[src/rtl/time_set_ctrl.sv]
// Time-setting sequencer: walks hour/minute/second edit fields with mode/inc
// buttons, auto-repeat and idle timeout, and strobes a single load on commit.
module time_set_ctrl #(
  parameter int REPEAT_DLY  = 8,
  parameter int REPEAT_RATE = 2,
  parameter int TIMEOUT     = 40
) (
  input  logic       clk,
  input  logic       rst,
  input  logic       tick,
  input  logic       btn_mode,
  input  logic       btn_inc,
  input  logic [4:0] cur_hr,
  input  logic [5:0] cur_min,
  input  logic [5:0] cur_sec,
  output logic [4:0] set_hr,
  output logic [5:0] set_min,
  output logic [5:0] set_sec,
  output logic       ld_time,
  output logic       run_en,
  output logic [1:0] sel,
  output logic       blink
);

  localparam int HOLD_W = $clog2(REPEAT_DLY + 1);
  localparam int RATE_W = $clog2(REPEAT_RATE + 1);
  localparam int IDLE_W = $clog2(TIMEOUT + 1);
  localparam logic [HOLD_W-1:0] HOLD_MAX = HOLD_W'(REPEAT_DLY);
  localparam logic [RATE_W-1:0] RATE_MAX = RATE_W'(REPEAT_RATE);
  localparam logic [IDLE_W-1:0] IDLE_MAX = IDLE_W'(TIMEOUT);

  typedef enum logic [2:0] {RUN, S_HR, S_MIN, S_SEC, COMMIT} state_t;

  state_t state_reg, state_next;

  logic [HOLD_W-1:0] hold_reg, hold_next;
  logic [RATE_W-1:0] rate_reg, rate_next;
  logic [IDLE_W-1:0] idle_reg, idle_next;
  logic [4:0]        set_hr_reg, set_hr_next;
  logic [5:0]        set_min_reg, set_min_next;
  logic [5:0]        set_sec_reg, set_sec_next;
  logic              ld_time_reg, ld_time_next;
  logic              run_en_reg, run_en_next;
  logic [1:0]        sel_reg, sel_next;
  logic              blink_reg, blink_next;

  logic [1:0] btn_lvl;
  logic [1:0] btn_edge;
  logic       mode_edge, inc_edge;
  logic       in_set, next_in_set;
  logic       repeat_fire, timeout, inc_fire;

  // Rising-edge detect per button; prev resets low so a held button yields one edge.
  assign btn_lvl = {btn_inc, btn_mode};
  genvar gi;
  generate
    for (gi = 0; gi < 2; gi++) begin : g_edge
      logic prev_reg;
      always_ff @(posedge clk or posedge rst) begin
        if (rst) prev_reg <= 1'b0;
        else     prev_reg <= btn_lvl[gi];
      end
      assign btn_edge[gi] = btn_lvl[gi] & ~prev_reg;
    end
  endgenerate

  assign mode_edge = btn_edge[0];
  assign inc_edge  = btn_edge[1];
  assign in_set    = (state_reg == S_HR) || (state_reg == S_MIN) || (state_reg == S_SEC);

  function automatic logic [4:0] hr_inc(input logic [4:0] v);
    return (v == 5'd23) ? 5'd0 : v + 5'd1;
  endfunction

  function automatic logic [5:0] ms_inc(input logic [5:0] v);
    return (v == 6'd59) ? 6'd0 : v + 6'd1;
  endfunction

  always_comb begin
    hold_next    = '0;
    rate_next    = '0;
    idle_next    = '0;
    repeat_fire  = 1'b0;
    timeout      = 1'b0;
    inc_fire     = 1'b0;
    state_next   = state_reg;
    set_hr_next  = set_hr_reg;
    set_min_next = set_min_reg;
    set_sec_next = set_sec_reg;

    if (in_set) begin
      // Hold counter saturates at the delay; the rate counter then paces repeats.
      if (btn_inc) begin
        hold_next = hold_reg;
        if (tick && hold_reg != HOLD_MAX)
          hold_next = hold_reg + HOLD_W'(1);
        if (tick && hold_reg == HOLD_MAX - HOLD_W'(1))
          repeat_fire = 1'b1;
        if (hold_reg == HOLD_MAX) begin
          rate_next = rate_reg;
          if (tick) begin
            if (rate_reg == RATE_MAX - RATE_W'(1)) begin
              rate_next   = '0;
              repeat_fire = 1'b1;
            end else begin
              rate_next = rate_reg + RATE_W'(1);
            end
          end
        end
      end
      if (!(mode_edge || inc_edge || btn_inc)) begin
        idle_next = idle_reg;
        if (tick && idle_reg != IDLE_MAX)
          idle_next = idle_reg + IDLE_W'(1);
        timeout = tick && (idle_reg == IDLE_MAX - IDLE_W'(1));
      end
    end

    inc_fire = (inc_edge || repeat_fire) && !mode_edge;

    case (state_reg)
      RUN: begin
        if (mode_edge) begin
          state_next   = S_HR;
          set_hr_next  = cur_hr;
          set_min_next = cur_min;
          set_sec_next = cur_sec;
        end
      end
      S_HR: begin
        if (mode_edge)     state_next  = S_MIN;
        else if (timeout)  state_next  = RUN;
        else if (inc_fire) set_hr_next = hr_inc(set_hr_reg);
      end
      S_MIN: begin
        if (mode_edge)     state_next   = S_SEC;
        else if (timeout)  state_next   = RUN;
        else if (inc_fire) set_min_next = ms_inc(set_min_reg);
      end
      S_SEC: begin
        if (mode_edge)     state_next   = COMMIT;
        else if (timeout)  state_next   = RUN;
        else if (inc_fire) set_sec_next = ms_inc(set_sec_reg);
      end
      COMMIT:  state_next = RUN;
      default: state_next = RUN;
    endcase

    if (state_next != state_reg) begin
      hold_next = '0;
      rate_next = '0;
      idle_next = '0;
    end
  end

  // Outputs decoded from the next state so they register alongside it.
  always_comb begin
    next_in_set  = (state_next == S_HR) || (state_next == S_MIN) || (state_next == S_SEC);
    ld_time_next = (state_next == COMMIT);
    run_en_next  = (state_next == RUN);
    case (state_next)
      S_HR:    sel_next = 2'd1;
      S_MIN:   sel_next = 2'd2;
      S_SEC:   sel_next = 2'd3;
      default: sel_next = 2'd0;
    endcase
    blink_next = 1'b0;
    if (next_in_set && state_reg != RUN)
      blink_next = blink_reg ^ tick;
  end

  always_ff @(posedge clk or posedge rst) begin
    if (rst) begin
      state_reg   <= RUN;
      hold_reg    <= '0;
      rate_reg    <= '0;
      idle_reg    <= '0;
      set_hr_reg  <= '0;
      set_min_reg <= '0;
      set_sec_reg <= '0;
      ld_time_reg <= 1'b0;
      run_en_reg  <= 1'b1;
      sel_reg     <= 2'd0;
      blink_reg   <= 1'b0;
    end else begin
      state_reg   <= state_next;
      hold_reg    <= hold_next;
      rate_reg    <= rate_next;
      idle_reg    <= idle_next;
      set_hr_reg  <= set_hr_next;
      set_min_reg <= set_min_next;
      set_sec_reg <= set_sec_next;
      ld_time_reg <= ld_time_next;
      run_en_reg  <= run_en_next;
      sel_reg     <= sel_next;
      blink_reg   <= blink_next;
    end
  end

  assign set_hr  = set_hr_reg;
  assign set_min = set_min_reg;
  assign set_sec = set_sec_reg;
  assign ld_time = ld_time_reg;
  assign run_en  = run_en_reg;
  assign sel     = sel_reg;
  assign blink   = blink_reg;

endmodule

[config.mk]
export PLATFORM = sky130hd
export DESIGN_NAME = time_set_ctrl
export DESIGN_NICKNAME = d
export VERILOG_FILES = /design/src/rtl/time_set_ctrl.sv
export SDC_FILE = /design/constraint.sdc
export NUM_CORES = 1
export LEC_CHECK = 0
export CAP_MARGIN = 20
export CORE_MARGIN = 10
export CORE_UTILIZATION = 57
export CTS_BUF_LIST = sky130_fd_sc_hd__clkbuf_8
export CTS_CLUSTER_DIAMETER = 150
export CTS_CLUSTER_SIZE = 30
export DETAILED_ROUTE_END_ITERATION = 10
export PLACE_DENSITY_LB_ADDON = 0.2
export SYNTH_ARGS = -nofsm -noshare
export SYNTH_HDL_FRONTEND = slang
export SYNTH_SLANG_ARGS = --single-unit
[constraint.sdc]
create_clock -name clk -period 3.03 [get_ports clk]
set_input_delay 0.4545 -clock clk [delete_from_list [all_inputs] [get_ports clk]]
set_output_delay 0.4545 -clock clk [all_outputs]
set_load 0.02 [all_outputs]
Word-level counts from Yosys, hierarchy flattened:

Index checks and enable logic that the tools add are counted.

* output and inout bits: 22
* register bits after elaboration: 39
* logic and storage cells: 125
* input port bits: 22

* eq/ne operators: 30
* multiplexer cells: 48
* add/subtract/negate cells: 6
* reductions and logical operators: 23
* bitwise logic cells: 5

Operators by type and width (number)
* 6-bit 2-to-1 mux: 14
* 5-bit 2-to-1 mux: 5
* 6-bit one-hot mux with 2 select lines: 2
* 2-bit inequality test, second input constant: 10
* 6-bit by 1-bit adder with 6-bit output, second input constant: 3
* 6-bit equality test, second input constant: 3
* 4-bit 2-to-1 mux: 4
* 3-bit 2-to-1 mux: 5
* 5-bit AND reduction: 3
* 3-bit by 2-bit equality test with 1-bit output, second input constant: 4
* 2-bit 2-to-1 mux: 6
* 3-bit one-hot mux with 4 select lines: 1
* 5-bit one-hot mux with 2 select lines: 1
* 1-bit 2-to-1 mux: 9
* 1-bit logical OR: 7
* 3-bit by 1-bit equality test with 1-bit output, second input constant: 2
* 1-bit logical AND: 6
* 3-bit logical NOT: 2
* 6-bit inequality test, second input constant: 1
* 2-bit one-hot mux with 3 select lines: 1
* 2-bit nonzero test: 3
* 5-bit by 1-bit adder with 5-bit output, second input constant: 1
* 5-bit equality test, second input constant: 1
* 5-bit by 4-bit inequality test with 1-bit output, second input constant: 1
* 15 further kinds: 17

Depth between registers and ports, before layout:

* depth in word-level cells: 14
* gate-level depth with buffers: 7

Worst setup path before layout:

No wires, ideal clock.

* kind: register -> register
* start: reg hold_reg[0]
* end: reg set_hr_reg[0] (netlist: set_hr[0])
* buffers on the path: 0
* clock period less this slack: 2.087 ns
* path slack: 0.943 ns
* cell stages (with the launch flop): 8
* setup time: 0.125 ns
* required time: 2.905 ns
* arrival time: 1.962 ns
* cells stage by stage: dfrtp_1 inv_1 ha_1 nand3b_4 o32ai_2 a21oi_2 a2111o_1 mux2_4

* word-level cells in the longest chain between the ends: 12

Ends and longest elaborated chain
* from (decl): RTL line 36 `logic [HOLD_W-1:0] hold_reg, hold_next;`
* from (signal assigned): RTL line 187 `hold_reg <= hold_next;`
* 4-bit by 3-bit equality test with 1-bit output: RTL line 97 `if (tick && hold_reg == HOLD_MAX - HOLD_W'(1))`
* 1-bit logical AND: RTL line 97
* 1-bit 2-to-1 mux: RTL line 97
* 1-bit 2-to-1 mux: RTL line 102 `if (rate_reg == RATE_MAX - RATE_W'(1)) begin`
* 1-bit 2-to-1 mux: RTL line 101 `if (tick) begin`
* 1-bit 2-to-1 mux *: RTL line 99 `if (hold_reg == HOLD_MAX) begin`
* 1-bit 2-to-1 mux *: RTL line 93 `if (btn_inc) begin`
* 1-bit 2-to-1 mux *: RTL line 91 `if (in_set) begin`
* 1-bit logical OR *: RTL line 119 `inc_fire = (inc_edge || repeat_fire) && !mode_edge;`
* 1-bit logical AND *: RTL line 119
* 2-bit inequality test (no line) *
* 5-bit AND reduction (no line) *
* to (signal assigned): RTL line 190 `set_hr_reg <= set_hr_next;`
* to (decl): RTL line 39 `logic [4:0] set_hr_reg, set_hr_next;`

Mark *: on every way between the ends. The rest lies on a longest branch, timed or not.
A chain may end at the register's enable or synchronous reset.

Worst setup path after layout:

* start: in tick
* end: reg set_hr_reg[3] (netlist: set_hr[3])

* word-level cells in the longest chain between the ends: 11

Ends and longest elaborated chain
* from (decl): RTL line 10 `input logic tick,`
* 1-bit logical AND: RTL line 97
* 1-bit 2-to-1 mux: RTL line 97
* 1-bit 2-to-1 mux: RTL line 102
* 1-bit 2-to-1 mux: RTL line 101
* 1-bit 2-to-1 mux: RTL line 99
* 1-bit 2-to-1 mux: RTL line 93
* 1-bit 2-to-1 mux: RTL line 91
* 1-bit logical OR: RTL line 119
* 1-bit logical AND: RTL line 119
* 2-bit inequality test (no line)
* 5-bit AND reduction (no line) *

Marks and branches as above.

==> results.toml <==
[sta]
tightest_slew_ns = 0.623
skew_ns = 0.00416
finalCriticalPeriod_ns = 2.31
period_share = 0.763
rsz0062_at_grt = "no"
maxSlewViolCount = 0
finalHoldViolations = 0
max_clock_freq_mhz = 432
finalSetupViolCount = 0
fin_tns_setup_ns = 0
whs_ns = 0.536
slew-limit-headroom = 0.580

[worst_setup_path]
end_kind = "flip-flop"
worst-path-max-fanout = 5
required_ns = 3.21
r2r_slack_ns = 0.77
critical_path_class = "in2reg"
worst_setup_path_start_kind = "primary input"
crit_arrival_ns = 2.49

[finish]
areaGrowthSynthToFinish_pct = 25.1
antenna_cells = 0
drive_gt1_frac = 0.129
mostFrequentLayoutCells = "clkdlybuf4s50_1 (43), dfrtp_1 (38), nand2_1 (27)"
fin_nets = 300
final_common_cell = "clkdlybuf4s50_1"

[floorplanning]
num_io_pins = 44
core.rowCount = 22
die_width_um = 82.4
core_um2 = 3720
fp.dieArea_um2 = 6800
die_h_um = 82.4
start_util = 0.598

[global_route]
track_usage = 0.143
globalRoute.totalOverflow = 0
grt_max_degree = 40
grt_pass1_wl_mm = 7.76
antenna_found_initial = 0
first_global_vias = 1725

[power_and_ir_drop]
p_per_area_nw_per_um2 = 855
ir_drop_uv = 479
p_leak_nw = 1.16

[synthesis]
async_flop_share = 1.00
synthCells = 226
syn_area_um2 = 2220
synth_nets = 255
ys_ff_latch = 39
avgSynthCellArea_um2 = 9.83
synth.distinct_cells = 50
ys_seq_area_frac = 0.440
yosysWarningCount = 0
dominantRegCellSynth = "dfrtp_1"
synth_edf_count = 0

[outcome]
status = "finished clean"

[cts]
cts_setup_buffers = 0
clk_pin_slew_worst_paths_ns = 0.07
cts_max_level = 2
hold_buffers = 0
insertion_delay_ns = 0.29
cts.sinks = 39
cts_buffer_depth = 2
cts_made_buffers = 5
cts-root-buf = "clkbuf_8"
ctsResizeCount = 0
cts_tree = "done"

[hold_path]
worstHoldPathType = "reg2reg"

[drt]
vias_per_cell = 5.61
totalWireLength_mm = 4.66
detail-route-antenna-nets = 0
drt_iter0_markers = 102
wire_per_inst_um = 14.6
dr_total_vias = 1795
first_pass_iters = 4
drc = 0

[placement]
place_congestion = 0.776
dp_hpwl_mm = 3.52
io_buffers = 43

[job]
drv_cap = 0
path summary, 6_finish.rpt:
check	end	startpoint	depth (start not counted)
max in group asynchronous	run_en$_DFF_PP1_	rst	3
worst max register to register	set_hr[3]$_DFFE_PP0P_	hold_reg[0]$_DFFE_PP0P_	7
worst min register to register	rate_reg[1]$_DFFE_PP0P_	rate_reg[0]$_DFFE_PP0P_	1
worst max-delay path	set_hr[3]$_DFFE_PP0P_	tick	6
min in group asynchronous	idle_reg[5]$_DFFE_PP0P_	rst	3
worst min-delay path	rate_reg[1]$_DFFE_PP0P_	rate_reg[0]$_DFFE_PP0P_	1
through the flow:
step / power (mW) / instance area, µm² / cells / utilization / setup slack (ns)
final: 2.38 / 2780 / 320 / 0.748 / 0.718
after global placement: 2.04 / 2700 / 312 / 0.726 / 0.472
after CTS: 2.40 / 2780 / 320 / 0.748 / 0.738
after floorplan: 1.62 / 2220 / 226 / - / 0.943
after global routing: 2.56 / 2780 / 320 / 0.748 / 0.562
after detailed placement: 2.08 / 2700 / 312 / 0.726 / 0.427
layout make-up:
class                      count  area [µm²]
tap                           48        60.1
clock buffer                   5        68.8
timing repair buffer          45         445
clock inverter                 3        12.5
sequential                    39         977
fill                         273         936
inverter                      11        41.3
multi-input combinational    169        1170
Yosys cell counts, drive strengths merged, types with 2 or more instances:
cell	number	area (µm²)
nand4	3	18.8
o31ai	5	51.3
nor2b	2	12.5
xnor2	7	61.3
nor3b	5	37.5
a211oi	4	30.0
o21ai	13	65.1
xor2	6	52.6
nor3	7	40.0
clkbuf	5	18.8
nor2	20	77.6
nand3	9	45.0
o211ai	2	15.0
a22o	2	17.5
inv	11	41.3
or2	4	25.0
nand2	27	101
buf	2	10.0
a21oi	9	48.8
ha	7	87.6
mux2	16	195
dfrtp	38	951
metal layers:
layer  wire length (µm)  vias to the layer above  GRT usage
met1               1980                      854      0.173
met4                 26                        0     0.0391
met3                329                        5     0.0475
met2               2320                       42      0.236
li1                   -                      894          -
met5                  0                        -          0
critical path, stage by stage:
cell and delay (ns):
clkdlybuf4s50_1 0.50, nand2_1 0.10, or3_1 0.44, a31oi_1 0.33
a2111o_1 0.33, mux2_4 0.33
cell families (layout without fill, tap and decap cells):
logic type               count (synthesis)  count (layout)  share of synthesized area
AND/OR/NAND/NOR                         86              86                      0.199
AO/OA/AOI/OAI                           46              46                      0.146
buffers and inverters                   18              64                     0.0315
multiplexers                            17              17                     0.0923
flip-flops                              39              39                      0.440
XOR/XNOR                                13              13                     0.0512
adder cells (fa/ha/maj)                  7               7                     0.0394
power breakdown:
part,switching (mW),internal (mW)
combinational,0.575,0.592
clock,0.169,0.155
sequential,0.204,0.684
total,0.948,1.43
No activity file was read; power rests on OpenSTA's default activity.
